### config.mk
export PLATFORM = sky130hd
export DESIGN_NAME = perf_rolling_collector
export DESIGN_NICKNAME = d
export VERILOG_FILES = /design/src/rtl/perf_rolling_collector.sv
export SDC_FILE = /design/constraint.sdc
export NUM_CORES = 1
export LEC_CHECK = 0
export ABC_AREA = 1
export ABC_CLOCK_PERIOD_IN_PS = 12700
export CAP_MARGIN = 20
export CORE_AREA = 4 4 276 278
export DETAILED_ROUTE_END_ITERATION = 10
export DIE_AREA = 0 0 280 282
export PLACE_DENSITY = 0.76
export SYNTH_ARGS = -nofsm -noshare
export SYNTH_HDL_FRONTEND = slang
export SYNTH_SLANG_ARGS = --single-unit
export TNS_END_PERCENT = 20
### constraint.sdc
create_clock -name clock -period 12.7 [get_ports clock]
set_input_delay 1.27 -clock clock [delete_from_list [all_inputs] [get_ports clock]]
set_output_delay 1.27 -clock clock [all_outputs]
set_load 0.02 [all_outputs]
### src/rtl/perf_rolling_collector.sv
// Multi-channel rolling perf collector: accumulates per-channel y sums against
// a shared x counter, snapshots on window close and drains one record per channel.
module perf_rolling_collector #(
   parameter int          NCH      = 4,
   parameter int          INC_W    = 8,
   parameter logic [63:0] X_WINDOW = 64'd1000,
   parameter int          DROP_W   = 32,
   localparam int         CH_W     = (NCH > 1) ? $clog2(NCH) : 1
) (
   input  logic                   clock,
   input  logic                   reset,
   input  logic                   en,
   input  logic [NCH*INC_W-1:0]   y_inc,
   input  logic [INC_W-1:0]       x_inc,
   input  logic [63:0]            stamp,
   output logic                   out_valid,
   input  logic                   out_ready,
   output logic [CH_W-1:0]        out_chan,
   output logic [63:0]            out_yAxisPt,
   output logic [63:0]            out_xAxisPt,
   output logic [63:0]            out_stamp,
   output logic [DROP_W-1:0]      drop_cnt,
   output logic                   busy
);

   typedef enum logic {IDLE, DRAIN} state_t;

   state_t          state, state_nxt;
   logic [CH_W-1:0] chan, chan_nxt;
   logic [63:0]     x_acc, x_sum;
   logic [63:0]     y_acc  [NCH];
   logic [63:0]     y_sum  [NCH];
   logic [63:0]     snap_y [NCH];
   logic [63:0]     snap_x, snap_stamp;
   logic            close, hs, last, load, drop;

   function automatic logic [63:0] sat_add(input logic [63:0] a,
                                           input logic [INC_W-1:0] b);
      logic [64:0] s;
      s = {1'b0, a} + 65'(b);
      return s[64] ? '1 : s[63:0];
   endfunction

   always_comb begin
      x_sum = sat_add(x_acc, x_inc);
      for (int i = 0; i < NCH; i++)
         y_sum[i] = sat_add(y_acc[i], y_inc[i*INC_W +: INC_W]);
   end

   // A close may only load when nothing is pending or the last record leaves now.
   assign close = en && (x_sum >= X_WINDOW);
   assign hs    = (state == DRAIN) && out_ready;
   assign last  = (chan == CH_W'(NCH - 1));
   assign load  = close && ((state == IDLE) || (hs && last));
   assign drop  = close && !load;

   always_comb begin
      state_nxt = state;
      chan_nxt  = chan;
      unique case (state)
         IDLE: begin
            if (load) begin
               state_nxt = DRAIN;
               chan_nxt  = '0;
            end
         end
         DRAIN: begin
            if (hs) begin
               if (!last) begin
                  chan_nxt = chan + CH_W'(1);
               end else begin
                  chan_nxt  = '0;
                  state_nxt = load ? DRAIN : IDLE;
               end
            end
         end
         default: begin
            state_nxt = IDLE;
            chan_nxt  = '0;
         end
      endcase
   end

   always_ff @(posedge clock) begin
      if (reset) begin
         state      <= IDLE;
         chan       <= '0;
         x_acc      <= '0;
         snap_x     <= '0;
         snap_stamp <= '0;
         drop_cnt   <= '0;
         for (int i = 0; i < NCH; i++) begin
            y_acc[i]  <= '0;
            snap_y[i] <= '0;
         end
      end else begin
         state <= state_nxt;
         chan  <= chan_nxt;
         if (en) begin
            x_acc <= close ? '0 : x_sum;
            for (int i = 0; i < NCH; i++)
               y_acc[i] <= close ? '0 : y_sum[i];
         end
         if (load) begin
            snap_x     <= x_sum;
            snap_stamp <= stamp;
            for (int i = 0; i < NCH; i++)
               snap_y[i] <= y_sum[i];
         end
         if (drop && (drop_cnt != '1))
            drop_cnt <= drop_cnt + DROP_W'(1);
      end
   end

   assign out_valid   = (state == DRAIN);
   assign busy        = (state == DRAIN);
   assign out_chan    = chan;
   assign out_xAxisPt = snap_x;
   assign out_stamp   = snap_stamp;

   generate
      if (NCH == 1) begin : g_one
         assign out_yAxisPt = snap_y[0];
      end else begin : g_many
         assign out_yAxisPt = snap_y[chan];
      end
   endgenerate

endmodule
Word-level counts from Yosys, hierarchy flattened --
Memories as Yosys holds them, arrays and structs flattened. A register that Yosys moved wholly into a read port is not among the register bits. Cells that the tools add are included.
Cells by class: divide/modulo/power cells 0, multipliers 0, bitwise operators 9, reduce and logical (&&, ||, !) cells 9, eq/ne operators 4, magnitude comparators 1, $add $sub $neg 7, shift operators 0, multiplexer cells 35
Operators by type and width (count):
- $mux W64 | 18
- $add A64 B8 Y65 | 5
- $ge A64 B10 Y1 const B | 1
- $add A32 B1 Y32 const B | 1
- $ne A32 B32 Y1 const B | 1
- $mux W1 | 10
- $mux W2 | 5
- $or A1 B1 Y1 | 8
- $logic_and A1 B1 Y1 | 6
- $pmux W2 S2 | 1
- $add A2 B1 Y2 const B | 1
- $eq A2 B2 Y1 const B | 1
- $ne A2 B1 Y1 const B | 1
- $ne A2 B2 Y1 const B | 1
- $pmux W1 S2 | 1
- $reduce_and A2 Y1 | 1
- $logic_not A1 Y1 | 1
- $logic_or A1 B1 Y1 | 1
- $not A1 Y1 | 1
Storage, ports and cells: register bits 227, latch bits 0, output and inout port bits 228, memory bits (writable) 512, word-level logic and storage cells 73, memory bits (read-only) 0, memories 2, input bits 108
Memories:
- snap_y | words 4, width 64, read ports 1, clocked after Yosys merged registers in 1, write ports 4, RTL line 33 | logic [63:0] snap_y [NCH];
- y_acc | words 4, width 64, read ports 4, clocked after Yosys merged registers in 0, write ports 4, RTL line 31 | logic [63:0] y_acc [NCH];

Longest topological paths before layout --
Gate-level depths: netlist (run 1).
depth after elaboration 9, depth in mapped cells 27

Worst setup path after synthesis (run 1) --
OpenSTA, ideal clock, no wires.
path type input-to-reg, start point input x_inc[0], end point memory snap_y[0][0], enable pin, data arrival time 8.031 ns, stages 24, path slack 2.704 ns, data required time 10.735 ns, setup time 1.965 ns, path through ha_1 > fa_1 > nand3_1 > nand3_2 > nand2_1 > nand2_4 > nand3_4 > inv_2 > nand2_2 > buf_6 > buf_6 > nand3_1 > nor2_1 > nand2_1 > nor2_1 > nand2_1 > nor2_2 > nand2_4 > nand2_4 > nor2_8 > inv_2 > buf_6 > buf_2 > nand2_1
RTL lines:
- from (decl) | RTL line 14 | input logic [INC_W-1:0] x_inc,
- to (decl) | RTL line 33

==> insert_results.sql, run 1 <==
INSERT INTO impl_metrics (metric_group, metric, value, unit) VALUES
('clock_tree', 'post_cts_buffers', '0', ''),
('synthesis', 'synth_fp_nets', '5267', ''),
('flow_run', 'maxCapViolCount', '0', ''),
('synthesis', 'async_reset_ff_share', '0', '%'),
('layout', 'fillerInstances', '6540', ''),
('setup_path', 'endpoint_kind', 'register', ''),
('synthesis', 'post_synth_main_area_contributors', 'edfxtp_1 (38%), nor2_1 (12%), dfxtp_1 (11%)', ''),
('global_route', 'first_global_vias', '35100', ''),
('drt', 'antenna_violating_nets_left', '0', ''),
('min_path', 'hold_path.class', 'register to register', ''),
('clock_tree', 'clk_path_buf_depth', '3', ''),
('clock_tree', 'clock_sinks', '741', ''),
('sta', 'finalHoldViolCount', '0', ''),
('setup_path', 'worst_ep_required_time', '13.06', 'ns'),
('synthesis', 'post_synth_instance_area', '40290', 'µm²'),
('floorplan', 'coreArea', '73950', 'µm²'),
('clock_tree', 'tritoncts', 'yes', ''),
('synthesis', 'synth_enable_flop_cells', '512', ''),
('power', 'power.density', '120.6', 'nW/µm²'),
('sta', 'maxSlewViolCount', '0', ''),
('layout', 'final-seq-area', '19960', 'µm²'),
('sta', 'timing.setup.tns', '0', 'ns'),
('drt', 'routed_via_density', '5.749', ''),
('floorplan', 'fp.dieW', '280', 'µm'),
('status', 'run_status', 'finished clean', ''),
('floorplan', 'floorplan.initialDensity', '54.49', '%'),
('clock_tree', 'htree_num_levels', '3', ''),
('power', 'clock_power_share', '42.8', '%'),
('drt', 'drc', '0', ''),
('sta', 'rsz0062_at_grt', 'false', ''),
('global_route', 'grt_start_max_net_pins', '184', ''),
('setup_path', 'crit_type', 'input pin to register', ''),
('drt', 'avgRoutedWirePerCell', '21.70', 'µm'),
('drt', 'dr_total_vias', '36820', ''),
('synthesis', 'yosys_cell_types', '51', ''),
('placed_design', 'port-buffer-count', '335', ''),
('drt', 'drt_first_pass_iters', '6', ''),
('sta', 'max-slew-margin-rel', '22.34', '%'),
('floorplan', 'die_height', '282', 'µm'),
('sta', 'final_period_minus_worst_setup_slack', '6.728', 'ns'),
('floorplan', 'io_pins', '336', ''),
('sta', 'skew', '0.02474', 'ns'),
('drt', 'drt_iter0_markers', '4077', ''),
('power', 'p_leak', '17.76', 'nW'),
('power', 'power.combinational.fraction', '8.9', '%'),
('power', 'power.sequential.fraction', '48.3', '%'),
('synthesis', 'post-synth-top-count-cell', 'nor2_1', ''),
('global_route', 'total_track_usage', '34.31', '%'),
('layout', 'drive_above_1_share', '3.681', '%'),
('synthesis', 'synth_warnings', '0', ''),
('clock_tree', 'clock_insertion_delay_worst_skew', '0.64', 'ns'),
('floorplan', 'dieArea', '78960', 'µm²'),
('sta', 'worst_slew_pin_slew', '1.165', 'ns'),
('synthesis', 'yosys_register_bits', '741', ''),
('clock_tree', 'numCtsBuffers', '81', ''),
('power', 'switching_share', '25.43', '%'),
('layout', 'area_growth_from_synthesis_to_layout', '16.57', '%'),
('global_route', 'global_route_wire_length_before_repair', '208.5', 'mm'),
('layout', 'area_of_combinational_cells_with_multiple_inputs', '17430', 'µm²'),
('synthesis', 'synth.top_cell.area_share', '38.16', '%'),
('floorplan', 'fp-row-count', '100', ''),
('synthesis', 'cell_type_contributing_the_most_total_cell_area_after_synthesis', 'edfxtp_1', ''),
('sta', 'final.period_utilization', '52.98', '%'),
('global_route', 'antenna_violations_before_repair', '8', ''),
('clock_tree', 'cts.clk_slew.worst_paths', '0.07', 'ns'),
('global_route', 'overflow', '0', ''),
('placed_design', 'gp_routability_congestion', '1.020', ''),
('clock_tree', 'clockRootBuffer', 'clkbuf_16', ''),
('layout', 'finish.utilization', '63.51', '%'),
('power', 'power.ir.vdd_worst', '0.09877', 'mV'),
('setup_path', 'start_kind', 'input pin', '');
[routing by layer]
layer	GRT usage [%]	up-vias	part of all wire (%)
li1	-	17330	-
met1	44.97	17260	40
met2	55.28	1868	46
met3	5.573	344	8.2
met4	18.19	12	6.1
met5	0	-	0.041
[power groups by stage]
stage               Sequential (W)  Clock (W)  Combinational, W
floorplan                  0.00278          0          0.000308
CTS                        0.00273    0.00244          0.000495
finish                     0.00273    0.00243          0.000504
global placement           0.00278          0          0.000488
detailed placement         0.00278          0          0.000491
global route               0.00274    0.00254          0.000544
[layout by cell type (no fill, tap or decap), types with 51 or more instances in the layout]
| cell type | n |
|---|---|
| nor2_1 | 1293 |
| nand2_1 | 911 |
| inv_1 | 523 |
| edfxtp_1 | 512 |
| clkdlybuf4s50_1 | 335 |
| nand3_1 | 329 |
| dfxtp_1 | 227 |
| xor2_1 | 187 |
| o21ai_0 | 182 |
| nor3_1 | 176 |
| nand4_1 | 132 |
| a21oi_1 | 99 |
| clkbuf_16 | 85 |
| nor4_1 | 75 |
| o22ai_1 | 66 |
| xnor2_1 | 51 |
[final timing paths]
path | cells past startpoint | to | start | slack, ns
hold reg to reg | 2 | out_stamp[29] | out_stamp[29] | 0.47
setup reg to reg | 23 | snap_y[3][45] | x_acc[0] | 6.73
hold / removal | 2 | out_stamp[29] | out_stamp[29] | 0.47
setup / recovery | 24 | snap_y[3][45] | x_inc[0] | 5.97
[worst max-delay path, cell delays in order]
cell and delay, ns:
clkdlybuf4s50_1 0.41, ha_1 0.28, fa_1 0.49, nand3_1 0.14
nand3_2 0.12, nand2_1 0.13, nand2_4 0.11, nand3_4 0.11
inv_2 0.05, nand2_2 0.17, buf_12 0.27, nand3_1 0.15
nor2_1 0.13, nand2_1 0.07, nor2_1 0.18, nand2_1 0.10
nor2_2 0.29, nand2_4 0.12, nand2_4 0.12, nor2_8 0.06
nand2_8 0.52, buf_4 0.72, buf_4 0.82, nor2_1 0.13
[cell type report]
cell class              count  share of cell area (%)
diodes                      2                 0.01066
clock buffers             105                   4.819
clock inverters            44                  0.9351
flip-flops and latches    741                   42.51
well taps                 969                   2.581
multi-input cells        3647                   37.12
repair buffers            365                   7.768
inverters                 531                   4.262
[kinds of logic (layout without fill, tap and decap cells)]
family / after synthesis / after routing / synth area share (%)
compound gates: 381 / 381 / 5.102
xor+xnor: 238 / 238 / 5.174
fa+ha+maj: 47 / 47 / 1.553
buf+inv: 724 / 1045 / 7.323
flops: 741 / 741 / 49.54
mux: 3 / 3 / 0.07453
other cells: 0 / 2 / 0
simple gates: 2978 / 2978 / 31.24
[stage by stage]
| step | hold slack (ns) | std cells | setup WS, ns | cell area, µm² | power [W] |
|---|---|---|---|---|---|
| final | 0.4678 | 6404 | 5.972 | 46970 | 0.005664 |
| after global routing | 0.4845 | 6402 | 5.640 | 46960 | 0.005826 |
| after CTS | 0.4705 | 6399 | 5.583 | 46890 | 0.005669 |
| after detailed placement | 0.4605 | 6250 | 4.920 | 44190 | 0.003273 |
| after global placement | 0.4571 | 6250 | 5.138 | 44190 | 0.003268 |
| after floorplan | 0.4520 | 5112 | 2.704 | 40290 | 0.003090 |
[flip-flops by register name, summed over array words and instances, names as in the netlist, named ones only]
name         count
out_xAxisPt     64
x_acc           64
snap_y         256
y_acc          256
out_chan         2
busy             1
out_stamp       64
drop_cnt        32
(Power assumes the default switching activity.)
==> inputs of run 2 (changes only) <==
- ABC_CLOCK_PERIOD_IN_PS: 12700 -> 5900
- CORE_AREA: 4 4 276 278 -> 4 4 281 283
- DIE_AREA: 0 0 280 282 -> 0 0 285 287
- clock period: 12.7 -> 5.9 ns (I/O delays scaled with it)
==> run 2 against run 1 <==
  * Clock-buffer cell count fell by 3
  * Critical path type unchanged
  * Global-route usage is 1.0 points lower
  * Critical path depth is 1 lower
  * Clock skew is 0.012 ns higher
  * Critical endpoint is now snap_y[2][19]
  * Hold slack better by 0.0035 ns
  * Sequential power grew 120%
==> insert_results.sql, run 2 (same netlist as run 1, synthesis figures left out) <==
INSERT INTO impl_metrics (metric_group, metric, value, unit) VALUES
('floorplan', 'die_height', '287', 'µm'),
('sta', 'maxClockFrequency', '210.8', 'MHz'),
('floorplan', 'io_pins', '336', ''),
('sta', 'skew', '0.03640', 'ns'),
('layout', 'finish.utilization', '61.59', '%'),
('setup_path', 'start_kind', 'input pin', ''),
('layout', 'layout.cells.most_common_list', 'nor2_1 (1293), nand2_1 (911), inv_1 (523)', ''),
('clock_tree', 'cts.clk_slew.worst_paths', '0.06', 'ns'),
('layout', 'drive_above_1_share', '3.894', '%'),
('clock_tree', 'hold_buffers', '0', ''),
('drt', 'avgRoutedWirePerCell', '21.49', 'µm'),
('setup_path', 'worst-endpoint-arrival', '5.08', 'ns'),
('clock_tree', 'clockRootBuffer', 'clkbuf_16', ''),
('global_route', 'grt_start_max_net_pins', '185', ''),
('drt', 'antenna_violating_nets_left', '0', ''),
('floorplan', 'dieArea', '81800', 'µm²'),
('setup_path', 'worst_ep_required_time', '6.23', 'ns'),
('sta', 'final_period_minus_worst_setup_slack', '4.744', 'ns'),
('sta', 'maxSlewViolCount', '0', ''),
('setup_path', 'worstPathMaxFanout', '64', ''),
('min_path', 'worstHoldEndpoint', 'out_stamp[42]', ''),
('floorplan', 'fp.dieW', '285', 'µm'),
('flow_run', 'maxCapViolCount', '0', ''),
('layout', 'biggestRegsByFlops', 'snap_y x256, y_acc x256', ''),
('global_route', 'global_route_wire_length_before_repair', '209.8', 'mm'),
('global_route', 'first_global_vias', '34870', ''),
('drt', 'routed_wirelength', '139.4', 'mm'),
('sta', 'timing.setup.tns', '0', 'ns'),
('clock_tree', 'post_cts.resized_instances', '0', ''),
('sta', 'finalSetupViolations', '0', ''),
('setup_path', 'crit_type', 'input pin to register', ''),
('global_route', 'antenna_violations_before_repair', '6', ''),
('setup_path', 'timing.critical_path.slowest_cell_delay', '0.47', 'ns'),
('sta', 'finalHoldViolCount', '0', ''),
('min_path', 'hold_path.class', 'register to register', ''),
('placed_design', 'port-buffer-count', '335', ''),
('global_route', 'total_track_usage', '33.30', '%'),
('floorplan', 'fp-row-count', '102', ''),
('setup_path', 'reg2reg_from', 'x_acc[0]', ''),
('global_route', 'overflow', '0', ''),
('drt', 'drt_iter0_markers', '4116', ''),
('power', 'report.power.total', '0.01225', 'W'),
('setup_path', 'library_cell_contributing_the_largest_single_delay_on_the_critical_path', 'fa_1', ''),
('placed_design', 'place.detailed.hpwl', '105.5', 'mm'),
('layout', 'instances_no_fill', '6487', ''),
('placed_design', 'placed_insts', '6333', ''),
('floorplan', 'floorplan.initialDensity', '52.53', '%'),
('drt', 'routed_via_density', '5.661', ''),
('power', 'power.density', '259.3', 'nW/µm²'),
('drt', 'drt_first_pass_iters', '8', ''),
('setup_path', 'worstPathCellList', 'clkdlybuf4s50_1, ha_1, fa_1, nand3_1, nand3_2, nand2_1, nand2_4, nand3_4, inv_2, nand2_2, buf_12, nand3_1, nor2_1, nand2_1, nor2_1, nand2_1, nor2_2, nand2_4, nand2_4, nor2_8, inv_4, nand2_8, buf_12', ''),
('drt', 'dr_total_vias', '36730', ''),
('layout', 'final_common_cell', 'nor2_1', ''),
('clock_tree', 'clk_path_buf_depth', '3', ''),
('sta', 'rsz0062_at_grt', 'false', ''),
('clock_tree', 'numCtsBuffers', '82', ''),
('min_path', 'worst_hold_path_startpoint', 'out_stamp[42]', ''),
('power', 'power.ir.vdd_worst', '0.2530', 'mV'),
('status', 'run_status', 'finished clean', ''),
('sta', 'final.period_utilization', '80.41', '%'),
('clock_tree', 'tritoncts', 'yes', ''),
('setup_path', 'endpoint_kind', 'register', ''),
('sta', 'max-slew-margin-rel', '28.22', '%'),
('clock_tree', 'post_cts_buffers', '0', ''),
('sta', 'finalHoldWorstSlack', '0.4713', 'ns'),
('setup_path', 'regToRegEndpoint', 'snap_y[2][19]', ''),
('layout', 'area_growth_from_synthesis_to_layout', '17.24', '%'),
('sta', 'worst_slew_pin_slew', '1.077', 'ns'),
('layout', 'fin_nets', '5532', ''),
('placed_design', 'gp_routability_congestion', '0.9923', ''),
('clock_tree', 'htree_num_levels', '3', ''),
('min_path', 'timing.hold.worst_path_depth', '2', ''),
('drt', 'drc', '0', ''),
('clock_tree', 'clock_insertion_delay_worst_skew', '0.65', 'ns'),
('clock_tree', 'clock_sinks', '741', ''),
('power', 'p_leak', '17.86', 'nW'),
('setup_path', 'rrSetupSlack', '1.22', 'ns'),
('setup_path', 'worst_reg2reg_path_length_in_cells', '22', ''),
('floorplan', 'coreArea', '76700', 'µm²');
-- run 2: changes by cell type in the layout (fill, tap and decap cells not counted), sizes merged --
| cell | before | now |
|---|---|---|
| buf | 30 | 39 |
| bufinv | 6 | 8 |
| clkbuf | 105 | 102 |
| clkinvlp | 9 | 5 |
| diode | 2 | 3 |
| inv | 529 | 536 |
-- run 2: worst max path at each step --
| stage | from | endpoint | slack, ns |
|---|---|---|---|
| global route | x_inc[0] | snap_y[1][0] | 0.82 |
| finish | x_inc[0] | snap_y[2][19] | 1.16 |
| floorplan | x_inc[0] | snap_y[0][0] | 0.65 |
| CTS | x_inc[0] | snap_y[1][0] | 1.25 |
| detailed placement | x_inc[0] | snap_y[2][7] | 0.61 |
| global placement | x_inc[0] | snap_y[2][6] | 0.71 |
-- run 2: layout make-up --
type,count,area (µm²)
multi-input cells,3647,17450
well taps,1040,1301
diodes,3,7.507
flip-flops and latches,741,19960
clock inverters,49,514.2
repair buffers,374,3809
clock buffers,102,2193
inverters,531,2002
fillers,6827,29460
-- run 2: per-stage QoR --
stage	instance area, µm²	setup slack [ns]
CTS	47230	1.252
finish	47240	1.156
global placement	44520	0.7146
global route	47230	0.8184
detailed placement	44520	0.6127
floorplan	40300	0.6462
-- run 2: worst max-delay path: cells and delay by family --
family | cells | cell delay, ns
adder cells (fa/ha/maj) | 2 | 0.75
AND/OR/NAND/NOR | 16 | 2.29
buffers and inverters | 5 | 1.30
-- run 2: report_power, final --
| part | switching, W | total, W | internal (W) |
|---|---|---|---|
| Combinational | 0.000751 | 0.00110 | 0.000351 |
| Clock | 0.00225 | 0.00526 | 0.00302 |
| Sequential | 0.000130 | 0.00588 | 0.00575 |
-- run 2: metal layers --
metal  global-route usage (%)  part of all wire [%]
met1                    44.08                    40
met5                        0                 0.027
met2                    53.99                    46
met3                    5.702                   8.6
met4                    15.10                   5.1
